[src/rtl/hazard_fwd_if.sv]
// Pipeline-side bundle for the hazard/forwarding controller: register fields and
// memory status in, forwarding selects, hold/bubble controls and counters out.
interface hazard_fwd_if #(
  parameter int AW    = 4,
  parameter int CNT_W = 16
);
  logic [AW-1:0]    id_rs, id_rt;
  logic             id_rs_used, id_rt_used, id_jr;
  logic [AW-1:0]    id_ex_rs, id_ex_rt, id_ex_rd;
  logic             id_ex_rw, id_ex_memrd;
  logic [AW-1:0]    ex_mem_rd;
  logic             ex_mem_rw, ex_mem_memrd;
  logic [AW-1:0]    mem_wb_rd;
  logic             mem_wb_rw;
  logic             dmem_busy;
  logic             cnt_clr;

  logic [1:0]       forwarda, forwardb, forward_jr;
  logic             stall_pc, stall_ifid, bubble_idex, freeze_all;
  logic [CNT_W-1:0] stall_cnt, freeze_cnt;

  // Pipeline side: drives register fields, observes controls.
  modport master (
    output id_rs, id_rt, id_rs_used, id_rt_used, id_jr,
           id_ex_rs, id_ex_rt, id_ex_rd, id_ex_rw, id_ex_memrd,
           ex_mem_rd, ex_mem_rw, ex_mem_memrd, mem_wb_rd, mem_wb_rw,
           dmem_busy, cnt_clr,
    input  forwarda, forwardb, forward_jr, stall_pc, stall_ifid,
           bubble_idex, freeze_all, stall_cnt, freeze_cnt
  );

  // Controller side.
  modport slave (
    input  id_rs, id_rt, id_rs_used, id_rt_used, id_jr,
           id_ex_rs, id_ex_rt, id_ex_rd, id_ex_rw, id_ex_memrd,
           ex_mem_rd, ex_mem_rw, ex_mem_memrd, mem_wb_rd, mem_wb_rw,
           dmem_busy, cnt_clr,
    output forwarda, forwardb, forward_jr, stall_pc, stall_ifid,
           bubble_idex, freeze_all, stall_cnt, freeze_cnt
  );
endinterface

[src/rtl/hazard_fwd_unit.sv]
// Hazard detection and forwarding for the 5-stage pipeline: ALU/JR forwarding,
// load-use stall FSM, data-memory freeze and saturating stall/freeze counters.
module hazard_fwd_unit #(
  parameter int AW       = 4,
  parameter int LOAD_LAT = 1,
  parameter int ZERO_REG = 1,
  parameter int CNT_W    = 16
) (
  input  logic         clk,
  input  logic         rst_n,
  hazard_fwd_if.slave  bus
);

  localparam int CW = (LOAD_LAT > 1) ? $clog2(LOAD_LAT) : 1;

  typedef enum logic {RUN = 1'b0, LD_STALL = 1'b1} state_t;

  state_t           state, state_n;
  logic [CW-1:0]    cnt, cnt_n;
  logic [CNT_W-1:0] stall_cnt_q, freeze_cnt_q;

  function automatic logic dst_valid(input logic [AW-1:0] rd, input logic rw);
    return rw && ((ZERO_REG == 0) || (rd != '0));
  endfunction

  // EX/MEM wins over MEM/WB; a load still in EX/MEM has no data to forward yet.
  function automatic logic [1:0] fwd_sel(input logic [AW-1:0] src,
                                         input logic ex_ok, input logic ex_ld,
                                         input logic [AW-1:0] ex_rd,
                                         input logic wb_ok,
                                         input logic [AW-1:0] wb_rd);
    if (ex_ok && !ex_ld && ex_rd == src) return 2'b10;
    if (wb_ok && wb_rd == src)           return 2'b01;
    return 2'b00;
  endfunction

  logic       idex_ok, exmem_ok, memwb_ok;
  logic       lu_haz, jr_haz, stall, freeze, hold;
  logic [1:0] fa, fb, fj;

  assign idex_ok  = dst_valid(bus.id_ex_rd,  bus.id_ex_rw);
  assign exmem_ok = dst_valid(bus.ex_mem_rd, bus.ex_mem_rw);
  assign memwb_ok = dst_valid(bus.mem_wb_rd, bus.mem_wb_rw);

  assign fa = fwd_sel(bus.id_ex_rs, exmem_ok, bus.ex_mem_memrd, bus.ex_mem_rd,
                      memwb_ok, bus.mem_wb_rd);
  assign fb = fwd_sel(bus.id_ex_rt, exmem_ok, bus.ex_mem_memrd, bus.ex_mem_rd,
                      memwb_ok, bus.mem_wb_rd);
  assign fj = bus.id_jr ? fwd_sel(bus.id_rs, exmem_ok, bus.ex_mem_memrd, bus.ex_mem_rd,
                                  memwb_ok, bus.mem_wb_rd)
                        : 2'b00;

  assign lu_haz = idex_ok && bus.id_ex_memrd &&
                  ((bus.id_rs_used && bus.id_ex_rd == bus.id_rs) ||
                   (bus.id_rt_used && bus.id_ex_rd == bus.id_rt));

  assign jr_haz = bus.id_jr &&
                  ((idex_ok && bus.id_ex_rd == bus.id_rs) ||
                   (exmem_ok && bus.ex_mem_memrd && bus.ex_mem_rd == bus.id_rs));

  assign freeze = bus.dmem_busy && rst_n;

  // NOTE: every variable gets a default before the case so no path leaves it
  // unassigned, which would otherwise infer a latch.
  always_comb begin
    state_n = state;
    cnt_n   = cnt;
    stall   = 1'b0;
    case (state)
      RUN: begin
        stall = lu_haz || jr_haz;
        if (lu_haz && LOAD_LAT > 1) begin
          state_n = LD_STALL;
          cnt_n   = CW'(LOAD_LAT - 1);
        end
      end
      LD_STALL: begin
        stall = 1'b1;
        cnt_n = cnt - CW'(1);
        if (cnt == CW'(1)) state_n = RUN;
      end
      default: state_n = RUN;
    endcase
    // A busy data memory freezes the stall sequence where it stands.
    if (freeze) begin
      state_n = state;
      cnt_n   = cnt;
    end
  end

  // NOTE: state registers use non-blocking assignments so every flop samples
  // the pre-edge values regardless of statement order.
  always_ff @(posedge clk or negedge rst_n) begin
    if (!rst_n) begin
      state <= RUN;
      cnt   <= '0;
    end else begin
      state <= state_n;
      cnt   <= cnt_n;
    end
  end

  assign hold = stall && !freeze && rst_n;

  always_ff @(posedge clk or negedge rst_n) begin
    if (!rst_n) begin
      stall_cnt_q  <= '0;
      freeze_cnt_q <= '0;
    end else if (bus.cnt_clr) begin
      stall_cnt_q  <= '0;
      freeze_cnt_q <= '0;
    end else begin
      if (hold && stall_cnt_q != '1)    stall_cnt_q  <= stall_cnt_q + CNT_W'(1);
      if (freeze && freeze_cnt_q != '1) freeze_cnt_q <= freeze_cnt_q + CNT_W'(1);
    end
  end

  // Outputs are forced quiet while reset is held, even mid-stall.
  assign bus.forwarda    = rst_n ? fa : 2'b00;
  assign bus.forwardb    = rst_n ? fb : 2'b00;
  assign bus.forward_jr  = rst_n ? fj : 2'b00;
  assign bus.stall_pc    = hold;
  assign bus.stall_ifid  = hold;
  assign bus.bubble_idex = hold;
  assign bus.freeze_all  = freeze;
  assign bus.stall_cnt   = stall_cnt_q;
  assign bus.freeze_cnt  = freeze_cnt_q;

endmodule

[src/flat_wrapper.sv]
// flat-port wrapper written by rule: the top's interface ports become plain ports
module hazard_fwd_unit_flat 
#(
  parameter int AW       = 4,
  parameter int LOAD_LAT = 1,
  parameter int ZERO_REG = 1,
  parameter int CNT_W    = 16
)
  (clk, rst_n, bus_id_rs, bus_id_rt, bus_id_rs_used, bus_id_rt_used, bus_id_jr, bus_id_ex_rs, bus_id_ex_rt, bus_id_ex_rd, bus_id_ex_rw, bus_id_ex_memrd, bus_ex_mem_rd, bus_ex_mem_rw, bus_ex_mem_memrd, bus_mem_wb_rd, bus_mem_wb_rw, bus_dmem_busy, bus_cnt_clr, bus_forwarda, bus_forwardb, bus_forward_jr, bus_stall_pc, bus_stall_ifid, bus_bubble_idex, bus_freeze_all, bus_stall_cnt, bus_freeze_cnt);
  hazard_fwd_if #(.AW(AW), .CNT_W(CNT_W)) bus_i ();
  input  logic clk;
  input  logic rst_n;
  input wire logic [$bits(bus_i.id_rs)-1:0] bus_id_rs;
  input wire logic [$bits(bus_i.id_rt)-1:0] bus_id_rt;
  input wire logic [$bits(bus_i.id_rs_used)-1:0] bus_id_rs_used;
  input wire logic [$bits(bus_i.id_rt_used)-1:0] bus_id_rt_used;
  input wire logic [$bits(bus_i.id_jr)-1:0] bus_id_jr;
  input wire logic [$bits(bus_i.id_ex_rs)-1:0] bus_id_ex_rs;
  input wire logic [$bits(bus_i.id_ex_rt)-1:0] bus_id_ex_rt;
  input wire logic [$bits(bus_i.id_ex_rd)-1:0] bus_id_ex_rd;
  input wire logic [$bits(bus_i.id_ex_rw)-1:0] bus_id_ex_rw;
  input wire logic [$bits(bus_i.id_ex_memrd)-1:0] bus_id_ex_memrd;
  input wire logic [$bits(bus_i.ex_mem_rd)-1:0] bus_ex_mem_rd;
  input wire logic [$bits(bus_i.ex_mem_rw)-1:0] bus_ex_mem_rw;
  input wire logic [$bits(bus_i.ex_mem_memrd)-1:0] bus_ex_mem_memrd;
  input wire logic [$bits(bus_i.mem_wb_rd)-1:0] bus_mem_wb_rd;
  input wire logic [$bits(bus_i.mem_wb_rw)-1:0] bus_mem_wb_rw;
  input wire logic [$bits(bus_i.dmem_busy)-1:0] bus_dmem_busy;
  input wire logic [$bits(bus_i.cnt_clr)-1:0] bus_cnt_clr;
  output wire logic [$bits(bus_i.forwarda)-1:0] bus_forwarda;
  output wire logic [$bits(bus_i.forwardb)-1:0] bus_forwardb;
  output wire logic [$bits(bus_i.forward_jr)-1:0] bus_forward_jr;
  output wire logic [$bits(bus_i.stall_pc)-1:0] bus_stall_pc;
  output wire logic [$bits(bus_i.stall_ifid)-1:0] bus_stall_ifid;
  output wire logic [$bits(bus_i.bubble_idex)-1:0] bus_bubble_idex;
  output wire logic [$bits(bus_i.freeze_all)-1:0] bus_freeze_all;
  output wire logic [$bits(bus_i.stall_cnt)-1:0] bus_stall_cnt;
  output wire logic [$bits(bus_i.freeze_cnt)-1:0] bus_freeze_cnt;
  assign bus_i.id_rs = bus_id_rs;
  assign bus_i.id_rt = bus_id_rt;
  assign bus_i.id_rs_used = bus_id_rs_used;
  assign bus_i.id_rt_used = bus_id_rt_used;
  assign bus_i.id_jr = bus_id_jr;
  assign bus_i.id_ex_rs = bus_id_ex_rs;
  assign bus_i.id_ex_rt = bus_id_ex_rt;
  assign bus_i.id_ex_rd = bus_id_ex_rd;
  assign bus_i.id_ex_rw = bus_id_ex_rw;
  assign bus_i.id_ex_memrd = bus_id_ex_memrd;
  assign bus_i.ex_mem_rd = bus_ex_mem_rd;
  assign bus_i.ex_mem_rw = bus_ex_mem_rw;
  assign bus_i.ex_mem_memrd = bus_ex_mem_memrd;
  assign bus_i.mem_wb_rd = bus_mem_wb_rd;
  assign bus_i.mem_wb_rw = bus_mem_wb_rw;
  assign bus_i.dmem_busy = bus_dmem_busy;
  assign bus_i.cnt_clr = bus_cnt_clr;
  assign bus_forwarda = bus_i.forwarda;
  assign bus_forwardb = bus_i.forwardb;
  assign bus_forward_jr = bus_i.forward_jr;
  assign bus_stall_pc = bus_i.stall_pc;
  assign bus_stall_ifid = bus_i.stall_ifid;
  assign bus_bubble_idex = bus_i.bubble_idex;
  assign bus_freeze_all = bus_i.freeze_all;
  assign bus_stall_cnt = bus_i.stall_cnt;
  assign bus_freeze_cnt = bus_i.freeze_cnt;
  hazard_fwd_unit #(.AW(AW), .LOAD_LAT(LOAD_LAT), .ZERO_REG(ZERO_REG), .CNT_W(CNT_W)) u_core (.clk(clk), .rst_n(rst_n), .bus(bus_i));
endmodule
[config.mk]
export PLATFORM = sky130hd
export DESIGN_NAME = hazard_fwd_unit_flat
export DESIGN_NICKNAME = d
export VERILOG_FILES = /design/src/rtl/hazard_fwd_if.sv /design/src/rtl/hazard_fwd_unit.sv /design/src/flat_wrapper.sv
export SDC_FILE = /design/constraint.sdc
export NUM_CORES = 1
export LEC_CHECK = 0
export CAP_MARGIN = 20
export CORE_MARGIN = 2
export CORE_UTILIZATION = 30
export DETAILED_ROUTE_END_ITERATION = 7
export PLACE_DENSITY_LB_ADDON = 0.12
export SLEW_MARGIN = 40
export SYNTH_ARGS = -nofsm -noshare
export SYNTH_HDL_FRONTEND = slang
export SYNTH_SLANG_ARGS = --single-unit
export TNS_END_PERCENT = 30
[constraint.sdc]
create_clock -name clk -period 2.7 [get_ports clk]
set_clock_uncertainty 0.2 [all_clocks]
set_input_delay 0.27 -clock clk [delete_from_list [all_inputs] [get_ports clk]]
set_output_delay 0.27 -clock clk [all_outputs]
set_load 0.1 [all_outputs]
==> summary.log <==
INFO  run_status     outcome=finished clean
INFO  drt            routed-wl-met2=3250um
INFO  floorplanning  die_height=92.7um
INFO  drt            firstDrtPassIters=4
INFO  power_and_ir_drop irDropWorstVdd=0.176mV
INFO  critical_path  delay_of_the_slowest_cell_on_the_worst_path=540ps
INFO  critical_path  worst-endpoint-required=2230ps
INFO  yosys          seq_area_frac_synth=36.1%
INFO  critical_path  r2r_cells=6
INFO  floorplanning  design.portCount=82
INFO  layout         finalNonFillerCells=457
INFO  critical_path  critPathCaptureType=primary output
INFO  yosys          synthFlopType=sky130_fd_sc_hd__dfrtp_1
INFO  sta            least_margin_pin_slew=764ps
INFO  critical_path  startpoint_type=primary input
INFO  floorplanning  initial_utilization=30.7%
INFO  floorplanning  rows=32
INFO  floorplanning  placeableCoreArea=0.00769sqmm
INFO  sta            fin_tns_setup=0ps
INFO  power_and_ir_drop share_comb_of_total_power=21.2%
INFO  drt            drtAntennaViolNets=0
INFO  sta            hold_vio_cnt_final=0
INFO  critical_path  path_depth=7
INFO  power_and_ir_drop switching_share=27.6%
INFO  drt            met3RoutedLength=212um
INFO  critical_path  cp_max_fo=25
INFO  clock_tree     post_cts_clock_slew_at_the_launch_and_capture_registers_of_the_worst_setup_and_hold_paths=70ps
INFO  sta            finalSetupViolations=0
INFO  drt            drt-total-wl=6580um
INFO  critical_path  cp_slowest_cell=sky130_fd_sc_hd__or4_4
INFO  sta            max_freq=381MHz
INFO  layout         syn2layout_area_growth=50.0%
INFO  layout         num-fill-cells=781
INFO  sta            grt_setup_unrepaired=false
INFO  layout         antenna_cells_inserted=0
INFO  yosys          synth-warning-count=0
INFO  job            number_of_max_cap_violations=0
INFO  clock_tree     cts.root.buffer_cell=sky130_fd_sc_hd__clkbuf_8
INFO  power_and_ir_drop power_frac_seq=44.6%
INFO  floorplanning  floorplan.die_area=0.00859sqmm
INFO  global_route   pin_count_of_the_biggest_net_entering_global_routing=26
INFO  global_route   grt_pass1_wl=11300um
INFO  power_and_ir_drop p_leak=1.53nW
INFO  sta            maxSlewHeadroom=48.9%
INFO  drt            drt_iter0_drc=129
INFO  yosys          post_synth_inst_count=260
INFO  drt            detail_route.wl_per_cell=14.4um
INFO  global_route   grtUsageTotal=16.2%
INFO  layout         layout.nets=396
INFO  drt            route.vias.total=2247
INFO  yosys          flop_and_latch_count_out_of_synthesis=34
INFO  drt            vias_cell=4.92
INFO  sta            final.period_utilization=97.1%
INFO  power_and_ir_drop cellPowerDensity=326mW/mm^2
INFO  clock_tree     tritoncts=yes
INFO  drt            met1_length=3030um
INFO  placed_design  place_congestion=0.799
INFO  placed_design  place.detailed.instances=448
INFO  clock_tree     post_cts_buffers=0
INFO  critical_path  timing.reg2reg.setup_slack=280ps
INFO  placed_design  port-buffer-count=81
INFO  min_path       hold_wc_path_type=primary input to asynchronous set/reset pin
INFO  critical_path  timing.critical_path.max_delay_family=buffers and inverters
INFO  critical_path  worstPathCellList=clkdlybuf4s50_1, or4_4, a41oi_1, o211a_1, buf_12, nor2_4, buf_12
INFO  critical_path  criticalPathCategory=primary input to primary output
INFO  global_route   grt-ovfl-total=0
INFO  critical_path  arrival_time_at_the_worst_endpoint=2150ps
INFO  floorplanning  die-width=92.7um
INFO  yosys          synth_edf_count=0
INFO  layout         post_route_cells_drive_above_1_share=23.7%
INFO  yosys          mappedNetlistArea=0.00236sqmm
INFO  power_and_ir_drop cellInternalPower=834uW
INFO  clock_tree     buffers_from_clock_root_to_sink_at_most=2
INFO  yosys          syn_nets=302
INFO  drt            highest-signal-layer=met4
INFO  global_route   grt_pass1_vias=2289
INFO  clock_tree     sink_count=34
INFO  global_route   initial_antenna_violation_count=0
INFO  clock_tree     cts-buffers-inserted=5
INFO  clock_tree     htree_num_levels=2
INFO  critical_path  cpMostUsedCell=sky130_fd_sc_hd__buf_12
INFO  sta            slew_violations=0
INFO  sta            time_the_worst_path_needs_with_i_o_delays_and_setup=2620ps
INFO  yosys          mean_area_per_synthesized_cell=9.07squm
INFO  power_and_ir_drop switchingPower=319uW
INFO  clock_tree     clk-insertion-delay-late=280ps
INFO  yosys          async_reset_ff_share=100%
INFO  placed_design  hpwl=5030um
INFO  drt            route.detailed.drc=0
INFO  power_and_ir_drop p_clk_share=34.2%
INFO  yosys          yosys.cell_types.count=46
INFO  critical_path  cp.buffers_inverters=3
[cells in the mapped netlist, types with 3 or more instances]
library cell               number  share of area [%]
sky130_fd_sc_hd__nor2b_1        7                1.9
sky130_fd_sc_hd__nor2_1        26                4.1
sky130_fd_sc_hd__buf_2          4               0.85
sky130_fd_sc_hd__or4_1          5                1.6
sky130_fd_sc_hd__nand2_1       11                1.8
sky130_fd_sc_hd__xnor2_1       31                 12
sky130_fd_sc_hd__o21ai_0        9                1.9
sky130_fd_sc_hd__dfrtp_1       34                 36
sky130_fd_sc_hd__mux2_2         5                2.4
sky130_fd_sc_hd__inv_1          6               0.95
sky130_fd_sc_hd__and4_1         5                1.9
sky130_fd_sc_hd__o31ai_1        3               0.95
sky130_fd_sc_hd__nor4_1         4                1.1
sky130_fd_sc_hd__nand4_1       14                3.7
sky130_fd_sc_hd__and3_1         7                1.9
sky130_fd_sc_hd__a21oi_1       14                3.0
sky130_fd_sc_hd__and2_1         4                1.1
sky130_fd_sc_hd__nand3_1       14                3.0
sky130_fd_sc_hd__clkbuf_1       4               0.64
sky130_fd_sc_hd__nor3_1         3               0.64
sky130_fd_sc_hd__xor2_1        13                4.8
sky130_fd_sc_hd__or3_1          9                2.4
[cells in the final DEF, fill, tap and decap left out, drive strengths merged, types with 9 or more instances in the layout]
master	n
xor2	13
nand2	11
o21ai	9
nor2	26
nand3	14
a21oi	14
or3	9
buf	60
dlymetal6s2s	9
clkdlybuf4s50	29
dfrtp	34
xnor2	31
nand4	15
[worst register-to-register path: stages, from the launching register on]
cell                      delay [ps]
sky130_fd_sc_hd__dfrtp_1         440
sky130_fd_sc_hd__and4_4          230
sky130_fd_sc_hd__and4_1          270
sky130_fd_sc_hd__nand4_2         200
sky130_fd_sc_hd__nand2_1         240
sky130_fd_sc_hd__nor4_1          350
sky130_fd_sc_hd__mux2_2          380
[power by group through the flow]
| stage | clock (mW) | combinational [mW] | sequential, mW |
|---|---|---|---|
| finish | 0.394 | 0.245 | 0.514 |
| global route | 0.435 | 0.264 | 0.514 |
| CTS | 0.412 | 0.246 | 0.514 |
| detailed placement | 0 | 0.245 | 0.524 |
| global placement | 0 | 0.244 | 0.524 |
| floorplan | 0 | 0.0997 | 0.539 |
[logic make-up (layout without fill, tap and decap cells)]
group	Yosys count	count (layout)	synth area share, %
fa+ha+maj	2	2	1.06
mux	6	6	2.81
flops	34	34	36.1
compound gates	38	38	11.0
simple gates	118	118	28.6
xor+xnor	44	44	16.3
buf+inv	18	113	4.03
[state kept, by name, summed over array words and instances (netlist names)]
name / flops
u_core.bus.freeze_cnt: 16
u_core.bus.stall_cnt: 16
u_core.cnt: 1
u_core.state: 1
[area by class of cell]
cell class              instances  area [sq um]  area share [%]
multi-input cells             208          1450            40.9
flip-flops and latches         34           851            24.0
clock inverters                 1          5.00           0.141
clock buffers                   7          86.3            2.44
repair buffers                 99           998            28.2
inverters                       6          22.5           0.636
well taps                     102           128            3.61
[repair_timing]
action	in CTS	in global routing
setup endpoints to repair	0	4
resized for setup	0	12
hold endpoints to repair	12	0
hold buffers	1	0
[worst paths after layout]
check | from | end
worst max register to register | u_core.bus.stall_cnt[3] | u_core.bus.stall_cnt[5]
min in group clk | u_core.cnt | u_core.cnt
worst min register to register | u_core.cnt | u_core.cnt
worst max-delay path | bus_id_ex_rd[0] | bus_stall_pc
max in group asynchronous | rst_n | u_core.bus.stall_cnt[15]
worst min-delay path | rst_n | u_core.bus.freeze_cnt[11]
[routing by layer]
metal,vias to the layer above,track usage [%]
met4,0,3.55
li1,1128,-
met1,1069,21.1
met5,-,0
met2,43,28.3
met3,7,2.60
[through the flow]
stage	area (sq um)	power (mW)	util, %	setup slack, ps	hold WS (ps)
finish	3540	1.15	46.0	77.5	199
global route	3540	1.21	46.0	12.9	226
CTS	3500	1.17	45.5	17.1	197
floorplan	2380	0.638	-	-667	-226
global placement	3400	0.767	44.2	-36.0	-56.2
detailed placement	3400	0.768	44.2	-137	-49.7
Note: power is estimated with default switching activity, not from simulation.
